[src/rtl/vram_pkg.sv]
// rtl/vram_pkg.sv - shared state type and plane constants for the video fetch stage
package vram_pkg;

  typedef enum logic [1:0] {IDLE, VID, CPU, CACK} vram_state_t;

  // Upper three address bits of each bit-plane: 0x8000, 0xA000, 0xC000, 0xE000
  localparam logic [3:0][2:0] PLANE_BASE = {3'b111, 3'b110, 3'b101, 3'b100};

  // Byte lane of vdata that each plane lands in; plane 0 is the MSB byte
  localparam logic [3:0][1:0] PLANE_BYTE = {2'd0, 2'd1, 2'd2, 2'd3};

endpackage

[src/rtl/vram_fetch.sv]
// rtl/vram_fetch.sv - four-plane video fetch with CPU arbitration on the shared RAM port
module vram_fetch
  import vram_pkg::*;
(
  input  logic        clk_sys,
  input  logic        reset,
  input  logic [12:0] vaddr,
  input  logic        vreq,
  output logic [31:0] vdata,
  output logic        vvalid,
  output logic        overrun,
  input  logic        cpu_req,
  input  logic        cpu_we,
  input  logic [15:0] cpu_addr,
  input  logic [7:0]  cpu_dout,
  output logic [7:0]  cpu_din,
  output logic        cpu_ack,
  output logic [15:0] mem_addr,
  output logic        mem_rd,
  output logic        mem_wr,
  output logic [7:0]  mem_dout,
  input  logic [7:0]  mem_din,
  input  logic        mem_ready
);

  vram_state_t      state, state_nxt;
  logic             pending;
  logic [12:0]      pend_addr;
  logic [12:0]      burst_addr;
  logic [1:0]       cnt, cnt_nxt;
  logic [3:0][7:0]  shadow, shadow_nxt;
  logic [15:0]      mem_addr_nxt;
  logic [7:0]       mem_dout_nxt;
  logic             mem_rd_nxt, mem_wr_nxt;
  logic             mem_done;
  logic             burst_start, burst_done, cpu_done;

  assign mem_done = (mem_rd | mem_wr) & mem_ready;

  always_ff @(posedge clk_sys or posedge reset) begin
    if (reset) begin
      state <= IDLE;
    end else begin
      state <= state_nxt;
    end
  end

  always_comb begin
    state_nxt    = state;
    cnt_nxt      = cnt;
    shadow_nxt   = shadow;
    mem_addr_nxt = mem_addr;
    mem_dout_nxt = mem_dout;
    mem_rd_nxt   = 1'b0;
    mem_wr_nxt   = 1'b0;
    burst_start  = 1'b0;
    burst_done   = 1'b0;
    cpu_done     = 1'b0;
    case (state)
      IDLE: begin
        // A vreq arriving this cycle is not yet pending but still blocks the CPU
        if (pending) begin
          state_nxt    = VID;
          cnt_nxt      = 2'd0;
          burst_start  = 1'b1;
          mem_rd_nxt   = 1'b1;
          mem_addr_nxt = {PLANE_BASE[0], pend_addr};
        end else if (cpu_req && !vreq) begin
          state_nxt    = CPU;
          mem_addr_nxt = cpu_addr;
          mem_wr_nxt   = cpu_we;
          mem_rd_nxt   = !cpu_we;
          if (cpu_we) begin
            mem_dout_nxt = cpu_dout;
          end
        end
      end
      VID: begin
        mem_rd_nxt = 1'b1;
        if (mem_done) begin
          shadow_nxt[PLANE_BYTE[cnt]] = mem_din;
          cnt_nxt = cnt + 2'd1;
          if (cnt == 2'd3) begin
            burst_done = 1'b1;
            mem_rd_nxt = 1'b0;
            state_nxt  = IDLE;
          end else begin
            mem_addr_nxt = {PLANE_BASE[cnt_nxt], burst_addr};
          end
        end
      end
      CPU: begin
        mem_rd_nxt = mem_rd;
        mem_wr_nxt = mem_wr;
        if (mem_done) begin
          cpu_done   = 1'b1;
          mem_rd_nxt = 1'b0;
          mem_wr_nxt = 1'b0;
          state_nxt  = CACK;
        end
      end
      CACK: state_nxt = IDLE;
      default: state_nxt = IDLE;
    endcase
  end

  always_ff @(posedge clk_sys or posedge reset) begin
    if (reset) begin
      pending    <= 1'b0;
      pend_addr  <= '0;
      burst_addr <= '0;
      overrun    <= 1'b0;
      cnt        <= 2'd0;
      shadow     <= '0;
      vdata      <= '0;
      vvalid     <= 1'b0;
      cpu_din    <= '0;
      cpu_ack    <= 1'b0;
      mem_addr   <= '0;
      mem_rd     <= 1'b0;
      mem_wr     <= 1'b0;
      mem_dout   <= '0;
    end else begin
      // The captured address moves into burst_addr at start, freeing the latch for the next column
      if (vreq) begin
        pending   <= 1'b1;
        pend_addr <= vaddr;
        if (pending && !burst_start) begin
          overrun <= 1'b1;
        end
      end else if (burst_start) begin
        pending <= 1'b0;
      end
      if (burst_start) begin
        burst_addr <= pend_addr;
      end
      cnt      <= cnt_nxt;
      shadow   <= shadow_nxt;
      vvalid   <= burst_done;
      if (burst_done) begin
        vdata <= shadow_nxt;
      end
      cpu_ack  <= cpu_done;
      if (cpu_done && mem_rd) begin
        cpu_din <= mem_din;
      end
      mem_addr <= mem_addr_nxt;
      mem_rd   <= mem_rd_nxt;
      mem_wr   <= mem_wr_nxt;
      mem_dout <= mem_dout_nxt;
    end
  end

endmodule

[config.mk]
export PLATFORM = sky130hd
export DESIGN_NAME = vram_fetch
export DESIGN_NICKNAME = d
export VERILOG_FILES = /design/src/rtl/vram_pkg.sv /design/src/rtl/vram_fetch.sv
export SDC_FILE = /design/constraint.sdc
export NUM_CORES = 1
export LEC_CHECK = 0
export ABC_CLOCK_PERIOD_IN_PS = 5900
export BUFFER_PORTS_ARGS = -buffer_cell sky130_fd_sc_hd__buf_2
export CORE_ASPECT_RATIO = 1.4
export CORE_MARGIN = 4
export CORE_UTILIZATION = 30
export CTS_CLUSTER_DIAMETER = 40
export CTS_CLUSTER_SIZE = 14
export DETAILED_ROUTE_END_ITERATION = 7
export SLEW_MARGIN = 20
export SYNTH_ARGS = -nofsm -noshare
export SYNTH_HDL_FRONTEND = slang
export SYNTH_SLANG_ARGS = --single-unit
[constraint.sdc]
create_clock -name clk_sys -period 5.9 [get_ports clk_sys]
set_input_delay 0.295 -clock clk_sys [delete_from_list [all_inputs] [get_ports clk_sys]]
set_output_delay 0.295 -clock clk_sys [all_outputs]
set_load 0.03 [all_outputs]
## Word-level counts from Yosys, hierarchy flattened

Cells that the tools add are included.

- Bits in registers: 132
- Logic and storage cells: 92

- Add/sub/neg operators: 1
- Multiplexer cells: 41
- Reduce and logical (&&, ||, !) cells: 15
- Bitwise gates (word level): 3
- Eq/ne operators: 10
- Magnitude comparators: 4

Operators with widths:

| operator | number |
|---|---|
| $mux W16 | 4 |
| $mux W32 | 2 |
| $bwmux W32 | 1 |
| $pmux W16 S2 | 1 |
| $demux W8 S2 | 1 |
| $mux W1 | 16 |
| $mux W2 | 8 |
| $reduce_and A4 Y1 | 3 |
| $ne A2 B2 Y1 const B | 5 |
| $lt A2 B3 Y1 const B | 3 |
| $mux W8 | 1 |
| $pmux W2 S4 | 1 |
| $bmux W3 S2 | 1 |
| $eq A2 B2 Y1 const B | 3 |
| $bmux W2 S2 | 1 |
| $logic_and A1 B1 Y1 | 4 |
| $pmux W2 S2 | 1 |
| $reduce_bool A2 Y1 | 2 |
| $logic_not A1 Y1 | 3 |
| $mux W3 | 1 |
| $ne A3 B3 Y1 const B | 1 |
| $pmux W1 S3 | 1 |
| $reduce_and A3 Y1 | 1 |
| $add A2 B1 Y2 const B | 1 |
| other kinds (8) | 8 |

## Longest topological paths before layout

Gate-level depths: netlist (run 1).

- Depth in word-level cells: 9
- Mapped depth: 7
- Gate-level depth less buffers: 5

## Least setup slack after synthesis (run 1)

OpenSTA, ideal clock, no wires.

- Path type: register to register
- From: register cnt[0]
- To: register shadow[10] (netlist bit)
- Path buffers: 1
- Path slack: 4.245 ns
- Data arrival time: 1.530 ns
- Period minus slack after synthesis: 1.655 ns
- Cell stages (with the launch flop): 6
- Required time: 5.775 ns
- Setup time: 0.125 ns
- Cell sequence: dfrtp_1 -> inv_1 -> ha_1 -> buf_1 -> nand2_2 -> mux2_2

RTL lines:

| what | line | source |
|---|---|---|
| start, declared | vram_fetch.sv:30 | `logic [1:0] cnt, cnt_nxt;` |
| start signal, assigned | vram_fetch.sv:137 | `cnt <= cnt_nxt;` |
| end signal, assigned | vram_fetch.sv:138 | `shadow <= shadow_nxt;` |
| end, declared | vram_fetch.sv:31 | `logic [3:0][7:0] shadow, shadow_nxt;` |

## Final worst setup path (run 1)

- From: register state[0]
- To: register vdata[0]

- Longest elaborated chain between the ends: 2
- Elaborated cells between the ends (all ways): 3
- Classes of those cells: eq/ne (1); mux (2)

RTL lines:

| what | line | source |
|---|---|---|
| start, declared | vram_fetch.sv:26 | `vram_state_t state, state_nxt;` |
| start signal, assigned | vram_fetch.sv:44 | `state <= state_nxt;` |
| $eq A2 B1 Y1 * | vram_fetch.sv:59 | `case (state)` |
| $mux W32 or $mux W1 (tied branches) | vram_fetch.sv:59 |  |
| end signal, assigned | vram_fetch.sv:141 | `vdata <= shadow_nxt;` |
| end, declared | vram_fetch.sv:9 | `output logic [31:0] vdata,` |

Mark *: on every way between the ends. The rest lies on a longest branch, timed or not.
A chain may end at the register's enable or synchronous reset.

==> summary.md, run 1 <==
| Metric | Value |
|---|---|
| Synthesized area | about 5400 um^2 |
| H-tree depth | 4 |
| DR pass1 iterations | 4 |
| Post-cts resize count | 0 |
| Max-slew violations | 0 |
| Vias in the first global route | 3959 |
| Slowest-stage cell, CP | and2_2 |
| Period utilization | 49.5% |
| Clock period minus worst slack | approximately 3000 ps |
| FF+latch count, synth | 124 |
| Share of cells above drive strength 1 | 39.9% |
| Synth async-reset ratio | 100% |
| Post-CTS setup buffer count | 0 |
| Global route overflow | 0 |
| Critical path required time | 6200 ps |
| Clk_skew | 6.77 ps |
| Critical setup path kind | flip-flop to flip-flop |
| CTS tree | yes |
| Initial antenna violation count | 2 |
| Reg2reg end | vdata[0]$_DFFE_PP0P_ |
| Reg2reg path depth | 5 |
| Cts bufs inserted | 17 |
| Crit Path Max Fanout | 43 |
| Core ar. | 17500 um^2 |
| Dpl hpwl | 9230 um |
| N_diodes | 0 |
| Initial drt markers | approximately 240 |
| Fill cell count | 1730 |
| Global-route wire length before repair | 21300 um |
| Most common cell in the netlist | dfrtp_1 |
| DRC | 0 |
| Worst slew pin tran | 1040 ps |
| Aggregate negative setup slack | 0 ps |
| Clock root buffer | clkbuf_16 |
| CP peak stage delay | between 800 and 900 ps |
| Via count | 3776 |
| Critical Path Sink Type | flip-flop |
| Pwr/cell area | 559 nW/um^2 |
| Yosys warns | 0 |
| Starting Density | between 30% and 40% |
| IO Count | 120 |
| EDFF count, synth | 0 |
| Max Root-Sink Buffers | 2 |
| Detail Route Antenna Nets | 0 |
| Status | finished, violations left |
| Worst-skew pair later-pin latency | 410 ps |
| Cell taking the most area after synthesis | dfrtp_1 |
| Rows | 57 |
| R2R Setup Slk | 2980 ps |
| Critical-path cell list | nor2b_4, and2_2, buf_4, nand2_4, mux2_4 |
| Max cap viols | 0 |
| Net Count, Synth | 510 |
| Die Area | roughly 20000 um^2 |
| CP startpoint kind | flip-flop |
| Main flop type after synthesis | dfrtp_1 |
| Mean Syn Cell Area | 11.9 um^2 |
| Failing checks | hold timing |
| Hold violation count in the final report | 11 |
| Total GRT Usage | a little over an eighth |
| Largest net degree at the start of global routing | 71 |
| Synth top area cells | dfrtp_1 57%, mux2_2 13%, mux2i_1 9.2%, a21oi_1 3.9%, nand2_1 3.2% |
| Routed Wire Length | between 10000 and 15000 um |
| Finish-stage setup viols | 0 |
| Slew margin rel. | between 30 and 40% |
| Vias/cell | 4.68 |
| Area growth, synth to finish | 25.3% |
| Yosys top cell area share | a little under three fifths |
| WHS | -14.4 ps |
| Clk sinks | 124 |
| Critical Path AT | approximately 3200 ps |
| HP Class | input pin to asynchronous set/reset pin |
| Die Y-Extent | between 150 and 200 um |
| Clock transition at the registers of the reported paths | 60 ps |
| Post-Syn Instances | 455 |
| Commonest cells in the synthesized netlist | 124 x dfrtp_1, 63 x mux2_2, 50 x mux2i_1, 46 x nand2_1, 42 x a21oi_1 |
| Fmax | 0.342 GHz |
| RSZ-0062 raised after global routing | no |
| Chip Width | around 120 um |
| Final GP Congestion | 0.791 |
| VDD IR max | 0.361 mV |
| Total chip power | 3790 uW |
| Critical R2R Launch | state[0]$_DFFE_PP0P_ |
| Hold_buf cts | 0 |
| Post-synthesis sequential area ratio | 57.3% |
| P_leak | between 0.003 and 0.004 uW |
| I/O Buffers | 119 |
| Post-synthesis cell type count | 33 |
| WL/cell | 16.3 um |
| Final-stage net count | 613 |
## worst max path at each step
stage / from / end / slack [ps]
floorplan: reset / burst_addr[0]$_DFFE_PP0P_ / 2310
global placement: state[0]$_DFFE_PP0P_ / vdata[0]$_DFFE_PP0P_ / 2610
detailed placement: state[0]$_DFFE_PP0P_ / vdata[0]$_DFFE_PP0P_ / 2930
CTS: state[0]$_DFFE_PP0P_ / vdata[0]$_DFFE_PP0P_ / 2930
global route: state[0]$_DFFE_PP0P_ / vdata[0]$_DFFE_PP0P_ / 2690
finish: state[0]$_DFFE_PP0P_ / vdata[0]$_DFFE_PP0P_ / 2980
## sequential cells by signal (all words and copies together), names as in the netlist
register	count
burst_addr	13
cnt	2
cpu_ack	1
cpu_din	8
mem_addr	16
mem_dout	8
mem_rd	1
mem_wr	1
overrun	1
pend_addr	13
pending	1
shadow	24
state	2
vdata	32
vvalid	1
## final cells by class
| type | count | area (um^2) | share of cell area, % |
|---|---|---|---|
| sequential | 124 | 3100 | 45.7 |
| clock inverter | 15 | 189 | 2.78 |
| tap | 236 | 295 | 4.35 |
| inverter | 19 | 73.8 | 1.09 |
| timing repair buffer | 121 | 611 | 9.00 |
| multi-input combinational | 275 | 2090 | 30.8 |
| clock buffer | 17 | 425 | 6.27 |
## routing by layer
metal / vias to the layer above / track usage (%) / part of all wire (%)
met2: 129 / 22.1 / 50
met3: 11 / 4.99 / 7.7
met4: 4 / 4.05 / 0.97
met1: 1839 / 16.7 / 41
li1: 1793 / - / -
met5: - / 0 / 0.21
## worst max-delay path: cells and delay by family, from the launching register on
| family | cells | cell delay (ps) |
|---|---|---|
| simple gates | 3 | 1570 |
| flops | 1 | 540 |
| buf+inv | 1 | 320 |
| mux | 1 | 360 |
## cell families (layout without fill, tap and decap cells)
group / Yosys count / in the layout / synth area share, %
buf+inv: 56 / 172 / 4.55
simple gates: 78 / 78 / 6.36
compound gates: 79 / 79 / 8.23
fa+ha+maj: 4 / 4 / 0.924
flops: 124 / 124 / 57.3
mux: 114 / 114 / 22.6
## metrics by stage
stage,std cells,area (um^2),util [%],setup WS (ps)
2_1_floorplan,455,5410,-,2310
3_3_place_gp,775,6160,35.1,2610
3_5_place_dp,775,6160,35.1,2930
4_1_cts,807,6780,38.6,2930
5_1_grt,807,6790,38.7,2690
6_report,807,6790,38.7,2980
## cell usage in the layout, fill, tap and decap left out, drive strengths merged, types with 2 or more instances in the layout
master	n
a21oi	42
a31oi	24
buf	121
bufinv	3
clkbuf	17
clkinv	6
clkinvlp	2
dfrtp	124
ha	4
inv	23
mux2	64
mux2i	50
nand2	50
nor2	15
nor2b	2
nor3	2
o21a	3
o21ai	7
## where the power goes
part / switching [uW] / internal (uW)
Clock: 392 / 671
Combinational: 861 / 517
Sequential: 188 / 1160
Total: 1440 / 2350
Power figures use the tool's default switching activity.
==> inputs of run 2 (changes only) <==
- ABC_AREA: default -> 1
- ABC_CLOCK_PERIOD_IN_PS: 5900 -> 2500
- clock period: 5.9 -> 2.5 ns (I/O delays scaled with it)
==> run 2 against run 1 <==
The run now ends clean. Synthesized area rose by 2.3%. Power is 140% higher. Worst hold slack better by 28 ps. Clock skew increased by 1.9 ps. Combinational power grew to 2.5 times the previous value. Sequential power is 130% higher. Die area is 2.2% higher. First-iteration DRC count decreased by 1.7%. Largest cell class unchanged.
==> summary.md, run 2 <==
| Metric | Value |
|---|---|
| Status | completed (was finished, violations left) |
| N_diodes | 0 (unchanged) |
| Most frequent cells in the layout | 264 x nand2_1, 129 x o21ai_0, 124 x dfrtp_1, 119 x buf_2, 45 x inv_1 (was 124 x dfrtp_1, 119 x buf_2, 63 x mux2_2, 50 x mux2i_1, 46 x nand2_1) |
| Setup Slack @ Placement | 762 ps (was 2930 ps) |
| Share of cells above drive strength 1 | 22.1% (was 39.9%) |
| CP peak stage delay | 470 ps (was 810 ps) |
| Critical path required time | 2850 ps (was 6200 ps) |
| Final WS setup | 768 ps (was 2980 ps) |
| Clock period minus worst slack | 1730 ps (was 2920 ps) |
| Fmax | 0.577 GHz (was 0.342 GHz) |
| Chip Width | 123 um (was 122 um) |
| Post-CTS setup buffer count | 0 (unchanged) |
| Finish-stage setup viols | 0 (unchanged) |
| Starting Density | 30.7% (was 30.9%) |
| Max-slew violations | 0 (unchanged) |
| DR pass1 iterations | 4 (unchanged) |
| RSZ-0062 raised after global routing | no (unchanged) |
| Met2 WL post-DR | 7540 um (was 6600 um) |
| Top cell by count, worst path | nand2_1 |
| Hold_buf cts | 24 (was 0) |
| Yosys top cell area share | 56.0% (was 57.3%) |
| Clk_skew | 8.66 ps (was 6.77 ps) |
| FF+latch count, synth | 124 (unchanged) |
| Initial antenna violation count | 0 (was 2) |
| Main flop type after synthesis | dfrtp_1 (unchanged) |
| Via count | 4577 (was 3776) |
| Slowest-stage cell, CP | dfrtp_1 (was and2_2) |
| Commonest cells in the synthesized netlist | 264 x nand2_1, 129 x o21ai_0, 124 x dfrtp_1, 46 x inv_1, 16 x clkbuf_1 (was 124 x dfrtp_1, 63 x mux2_2, 50 x mux2i_1, 46 x nand2_1, 42 x a21oi_1) |
| Max cap viols | 0 (unchanged) |
| Rows | 58 (was 57) |
| Worst-skew pair later-pin latency | 420 ps (was 410 ps) |
| Final-stage net count | 844 (was 613) |
| Post-synthesis cell type count | 29 (was 33) |
| CP startpoint kind | flip-flop (unchanged) |
| Slew margin rel. | 41.5% (was 30.4%) |
| Largest register FFs | 32 (unchanged) |
| Synthesized area | 5540 um^2 (was 5410 um^2) |
| Net Count, Synth | 707 (was 510) |
| Clock transition at the registers of the reported paths | 50 ps (was 60 ps) |
| Pwr/cell area | 1260 nW/um^2 (was 559 nW/um^2) |
| Critical-path cell list | nand2_4, nor2_4, buf_4, nand2_1, nand2_1 (was nor2b_4, and2_2, buf_4, nand2_4, mux2_4) |
| Most common cell in the netlist | nand2_1 (was dfrtp_1) |
| CP Buf/Inv Count | 1 (unchanged) |
| Most common cell after layout, fill and taps aside | nand2_1 (was dfrtp_1) |
| Critical setup path kind | flip-flop to flip-flop (unchanged) |
| Crit path max-delay family | simple AND/OR/NAND/NOR gates (unchanged) |
| Post-synthesis mux area share | 0% (was 22.6%) |
| Vias/cell | 4.40 (was 4.68) |
| Crit Path Max Fanout | 40 (was 43) |
| WL/cell | 14.0 um (was 16.3 um) |
| Synth Area in Simple Gates | 22.6% (was 6.36%) |
| Critical Path AT | 2090 ps (was 3220 ps) |
| I/O Buffers | 119 (unchanged) |
| Mean Syn Cell Area | 8.50 um^2 (was 11.9 um^2) |
| Post-Syn Instances | 652 (was 455) |
| Dpl hpwl | 10200 um (was 9230 um) |
| Met3 WL | 731 um (was 1010 um) |
| DRC | 0 (unchanged) |
| Post-synthesis sequential area ratio | 56.0% (was 57.3%) |
| Die Area | 20700 um^2 (was 20300 um^2) |
| Highest routed layer | met4 (was met5) |
| Biggest register | vdata (unchanged) |
| CTS tree | yes (unchanged) |
| Die Y-Extent | 169 um (was 167 um) |
| HP Class | input pin to flip-flop (was input pin to asynchronous set/reset pin) |
| P_leak | 0.00375 uW (was 0.00333 uW) |
| Cts bufs inserted | 17 (unchanged) |
| Clock root buffer | clkbuf_16 (unchanged) |
| Global-route wire length before repair | 23600 um (was 21300 um) |
| IO Count | 120 (unchanged) |
| Global route overflow | 0 (unchanged) |
| Routed Wire Length | 14600 um (was 13100 um) |
| Total GRT Usage | 14.7% (was 13.5%) |
| Worst slew pin tran | 876 ps (was 1040 ps) |
| Aggregate negative setup slack | 0 ps (unchanged) |
| Biggest registers after layout | vdata: 32 flops, shadow: 24 flops, mem_addr: 16 flops (unchanged) |
| M1 WL | 6110 um (was 5360 um) |
| Detail Route Antenna Nets | 0 (unchanged) |
| Xor/xnor share of the synthesized area | 0% (unchanged) |
| Post-cts resize count | 0 (unchanged) |
| Clk sinks | 124 (unchanged) |
| H-tree depth | 4 (unchanged) |
| Yosys warns | 0 (unchanged) |
| Post-Synth Adder-Cell Area | 0.904% (was 0.924%) |
| EDFF count, synth | 0 (unchanged) |
| Synth top area cells | dfrtp_1 56%, nand2_1 18%, o21ai_0 12%, inv_1 3.1%, nand3_1 1.1% (was dfrtp_1 57%, mux2_2 13%, mux2i_1 9.2%, a21oi_1 3.9%, nand2_1 3.2%) |
| Period utilization | 69.3% (was 49.5%) |
| Initial drt markers | 238 (was 242) |
| Largest net degree at the start of global routing | 49 (was 71) |
| Cell taking the most area after synthesis | dfrtp_1 (unchanged) |
| Synth async-reset ratio | 100% (unchanged) |
| Area growth, synth to finish | 29.2% (was 25.3%) |
| Critical Path Sink Type | flip-flop (unchanged) |
| Vias in the first global route | 4444 (was 3959) |
| Final GP Congestion | 0.748 (was 0.791) |
| Post-synthesis compound-gate area fraction | 13.0% (was 8.23%) |
| Core ar. | 18100 um^2 (was 17500 um^2) |
| VDD IR max | 0.483 mV (was 0.361 mV) |
| Largest family of logic cells by synthesized area | simple AND/OR/NAND/NOR gates (was multiplexers) |
| WHS | 14.0 ps (was -14.4 ps) |
| Max Root-Sink Buffers | 2 (unchanged) |
| Hold violation count in the final report | 0 (was 11) |
run 2: metrics by stage:
step	area, um^2	utilization, %	total power [uW]	instances
2_1_floorplan	5540	-	5690	652
3_3_place_gp	6320	35.0	6520	986
3_5_place_dp	6320	35.0	6580	986
4_1_cts	7160	39.6	9140	1041
5_1_grt	7160	39.6	9680	1041
6_report	7160	39.6	9010	1041
run 2: power by group:
part	leakage [uW]	internal, uW	switching (uW)	total, uW
Clock	0.000290	1640	861	2500
Sequential	0.00158	2720	341	3060
Combinational	0.00187	978	2470	3450
run 2: path summary, 6_finish.rpt:
kind	to	cells after the start	slack, ps	startpoint
min	vdata[1]$_DFFE_PP0P_	3	10	mem_din[1]
max	vdata[11]$_DFFE_PP0P_	5	770	state[0]$_DFFE_PP0P_
max in group asynchronous	vdata[24]$_DFFE_PP0P_	4	1340	reset
min reg2reg	overrun$_DFFE_PP0P_	2	460	overrun$_DFFE_PP0P_
min in group asynchronous	vdata[26]$_DFFE_PP0P_	3	430	reset
max reg2reg	vdata[11]$_DFFE_PP0P_	5	770	state[0]$_DFFE_PP0P_
run 2: layout make-up:
class / count / area [um^2]
multi-input cells: 442 / 2020
repair buffers: 152 / 928
clock buffers: 24 / 482
fillers: 1843 / 10900
well taps: 240 / 300
clock inverters: 7 / 113
flip-flops and latches: 124 / 3100
inverters: 52 / 206
run 2: tightest hold or removal path: cells and delay by family:
| family | cells | cell delay, ps |
|---|---|---|
| buffers and inverters | 1 | 150 |
| and+or+nand+nor | 2 | 120 |
run 2: layer usage:
| layer | vias up | global-route usage, % |
|---|---|---|
| met4 | 0 | 4.97 |
| met1 | 2117 | 17.4 |
| li1 | 2342 | - |
| met3 | 13 | 3.58 |
| met5 | - | 0 |
| met2 | 105 | 25.7 |
run 2: logic make-up (layout without fill, tap and decap cells):
kind of cell / Yosys count / count (layout)
flops: 124 / 124
buf+inv: 86 / 235
fa+ha+maj: 4 / 4
compound gates: 143 / 143
simple gates: 295 / 295
==> inputs of run 3 (changes only) <==
- ABC_CLOCK_PERIOD_IN_PS: 2500 -> 1730
- clock period: 2.5 -> 1.73 ns (I/O delays scaled with it)
==> run 3 against run 2 <==
Clock power increased by 56%. Worst hold slack better by 5.1 ps. Core utilization grew 1.2 points. Sequential share of layout area decreased by 1.3 points. Critical path type unchanged. Largest cell class unchanged.
==> summary.md, run 3 (synthesis results as in run 2) <==
| Metric | Value |
|---|---|
| Final WS setup | 213 ps (was 768 ps) |
| Post-cts resize count | 0 (unchanged) |
| Most frequent cells in the layout | 264 x nand2_1, 129 x o21ai_0, 124 x dfrtp_1, 119 x buf_2, 45 x inv_1 (unchanged) |
| Clk sinks | 124 (unchanged) |
| Detail Route Antenna Nets | 0 (unchanged) |
| RSZ-0062 raised after global routing | no (unchanged) |
| Final GP Congestion | 0.727 (was 0.748) |
| Max cap viols | 0 (unchanged) |
| Biggest register | vdata (unchanged) |
| IO Count | 120 (unchanged) |
| Initial antenna violation count | 0 (unchanged) |
| Initial drt markers | 341 (was 238) |
| Max Root-Sink Buffers | 2 (unchanged) |
| Clock root buffer | clkbuf_16 (unchanged) |
| WL/cell | 13.7 um (was 14.0 um) |
| Global route overflow | 0 (unchanged) |
| HP Class | input pin to flip-flop (unchanged) |
| Critical R2R Launch | cnt[0]$_DFFE_PP0P_ (was state[0]$_DFFE_PP0P_) |
| Area growth, synth to finish | 33.1% (was 29.2%) |
| Via count | 4611 (was 4577) |
| Total GRT Usage | 15.0% (was 14.7%) |
| Clock period minus worst slack | 1520 ps (was 1730 ps) |
| Rows | 58 (unchanged) |
| Fmax | 0.659 GHz (was 0.577 GHz) |
| H-tree depth | 4 (unchanged) |
| DR pass1 iterations | 5 (was 4) |
| Crit path to | mem_addr[8]$_DFFE_PP0P_ (was vdata[11]$_DFFE_PP0P_) |
| Reg2reg path depth | 6 (was 5) |
| Worst slew pin tran | 359 ps (was 876 ps) |
| N_diodes | 0 (unchanged) |
| I/O Buffers | 119 (unchanged) |
| Share of cells above drive strength 1 | 23.0% (was 22.1%) |
| Starting Density | 30.7% (unchanged) |
| Global-route wire length before repair | 24100 um (was 23600 um) |
| Crit Path Max Fanout | 16 (was 40) |
| Clk_skew | 5.54 ps (was 8.66 ps) |
| CP startpoint kind | flip-flop (unchanged) |
| Most common cell after layout, fill and taps aside | nand2_1 (unchanged) |
| Pwr/cell area | 1820 nW/um^2 (was 1260 nW/um^2) |
| Critical Path AT | 1830 ps (was 2090 ps) |
| Biggest registers after layout | vdata: 32 flops, shadow: 24 flops, mem_addr: 16 flops (unchanged) |
| Crit path from | cnt[0]$_DFFE_PP0P_ (was state[0]$_DFFE_PP0P_) |
| Vias in the first global route | 4578 (was 4444) |
| Psw | 5420 uW (was 3670 uW) |
| Die Y-Extent | 169 um (unchanged) |
| Die Area | 20700 um^2 (unchanged) |
| Largest net degree at the start of global routing | 67 (was 49) |
| Critical path required time | 2040 ps (was 2850 ps) |
| Post-layout util | 40.8% (was 39.6%) |
| Period utilization | 87.7% (was 69.3%) |
| Chip Width | 123 um (unchanged) |
| Reg2reg end | mem_addr[8]$_DFFE_PP0P_ (was vdata[11]$_DFFE_PP0P_) |
| Aggregate negative setup slack | 0 ps (unchanged) |
| Worst-skew pair later-pin latency | 420 ps (about the same) |
| Slew margin rel. | 76.1% (was 41.5%) |
| VDD IR max | 0.611 mV (was 0.483 mV) |
| Part of the power in registers | 32.8% (was 34.0%) |
| Pint | 8000 uW (was 5330 uW) |
| R2R Setup Slk | 210 ps (was 770 ps) |
| Final-stage net count | 859 (was 844) |
| Setup Slack @ Placement | 225 ps (was 762 ps) |
| Hold_buf cts | 33 (was 24) |
| Largest register FFs | 32 (unchanged) |
| Critical setup path kind | flip-flop to flip-flop (unchanged) |
| Core ar. | 18100 um^2 (unchanged) |
| Post-CTS setup buffer count | 0 (unchanged) |
| Vias/cell | 4.36 (was 4.40) |
| Dpl hpwl | 9970 um (was 10200 um) |
| CTS tree | yes (unchanged) |
| Comb power frac | 38.2% (was 38.3%) |
| P_leak | 0.00384 uW (was 0.00375 uW) |
| Clock transition at the registers of the reported paths | 60 ps (was 50 ps) |
| DRC | 0 (unchanged) |
| Clock power frac | 29.1% (was 27.7%) |
| Critical Path Sink Type | flip-flop (unchanged) |
| Max-slew violations | 0 (unchanged) |
| Switching Share | 40.4% (was 40.8%) |
| Finish-stage setup viols | 0 (unchanged) |
| Routed Wire Length | 14500 um (was 14600 um) |
| Cts bufs inserted | 17 (unchanged) |
| Hold violation count in the final report | 0 (unchanged) |
| Status | completed (unchanged) |
-- run 3: layout make-up --
type                            count  area [um^2]
Sequential cell                   124         3100
Multi-Input combinational cell    442         2020
Inverter                           52          206
Tap cell                          240          300
Fill cell                        1833        10700
Clock inverter                     15          223
Timing Repair Buffer              167         1090
Clock buffer                       17          425
-- run 3: power by group through the flow --
| stage | logic (uW) | clock network (uW) | registers (uW) |
|---|---|---|---|
| CTS | 5230 | 4000 | 4410 |
| floorplan | 2670 | 0 | 5550 |
| detailed placement | 5160 | 0 | 4450 |
| finish | 5130 | 3900 | 4400 |
| global route | 5800 | 4130 | 4530 |
| global placement | 5080 | 0 | 4440 |
-- run 3: critical path, cell delays in order (launching register included) --
cell and delay [ps]:
dfrtp_1 410, ha_1 240, a21oi_1 230, buf_4 160
nand3_4 180, nand2_1 130, nand2_1 50
-- run 3: per-layer routing --
| metal | part of all wire [%] | vias up | GRT usage [%] | routed length, um |
|---|---|---|---|---|
| li1 | - | 2372 | - | - |
| met1 | 42 | 2114 | 18.4 | 6090 |
| met2 | 51 | 104 | 25.4 | 7450 |
| met3 | 4.4 | 21 | 3.68 | 631 |
| met4 | 2.1 | 0 | 5.36 | 303 |
| met5 | 0 | - | 0 | 0 |
-- run 3: how the worst min path moves through the flow --
stage / startpoint / end / slack (ps) / depth (start not counted)
after floorplan: cpu_dout[0] / mem_dout[0]$_DFFE_PP0P_ / 200 / 2
after global placement: reset / mem_dout[0]$_DFFE_PP0P_ / 70 / 2
after detailed placement: reset / mem_dout[0]$_DFFE_PP0P_ / 70 / 2
after CTS: mem_din[1] / cpu_din[1]$_DFFE_PP0P_ / 20 / 3
after global routing: mem_din[1] / cpu_din[1]$_DFFE_PP0P_ / 40 / 3
final: mem_din[1] / vdata[1]$_DFFE_PP0P_ / 20 / 3
-- run 3: through the flow --
stage | std cells | power (uW) | cell area [um^2] | hold WS (ps)
after global placement | 992 | 9520 | 6390 | 70.0
after floorplan | 652 | 8220 | 5540 | 203
final | 1057 | 13400 | 7370 | 19.1
after global routing | 1057 | 14500 | 7370 | 41.1
after CTS | 1057 | 13600 | 7370 | 19.9
after detailed placement | 992 | 9620 | 6390 | 71.0
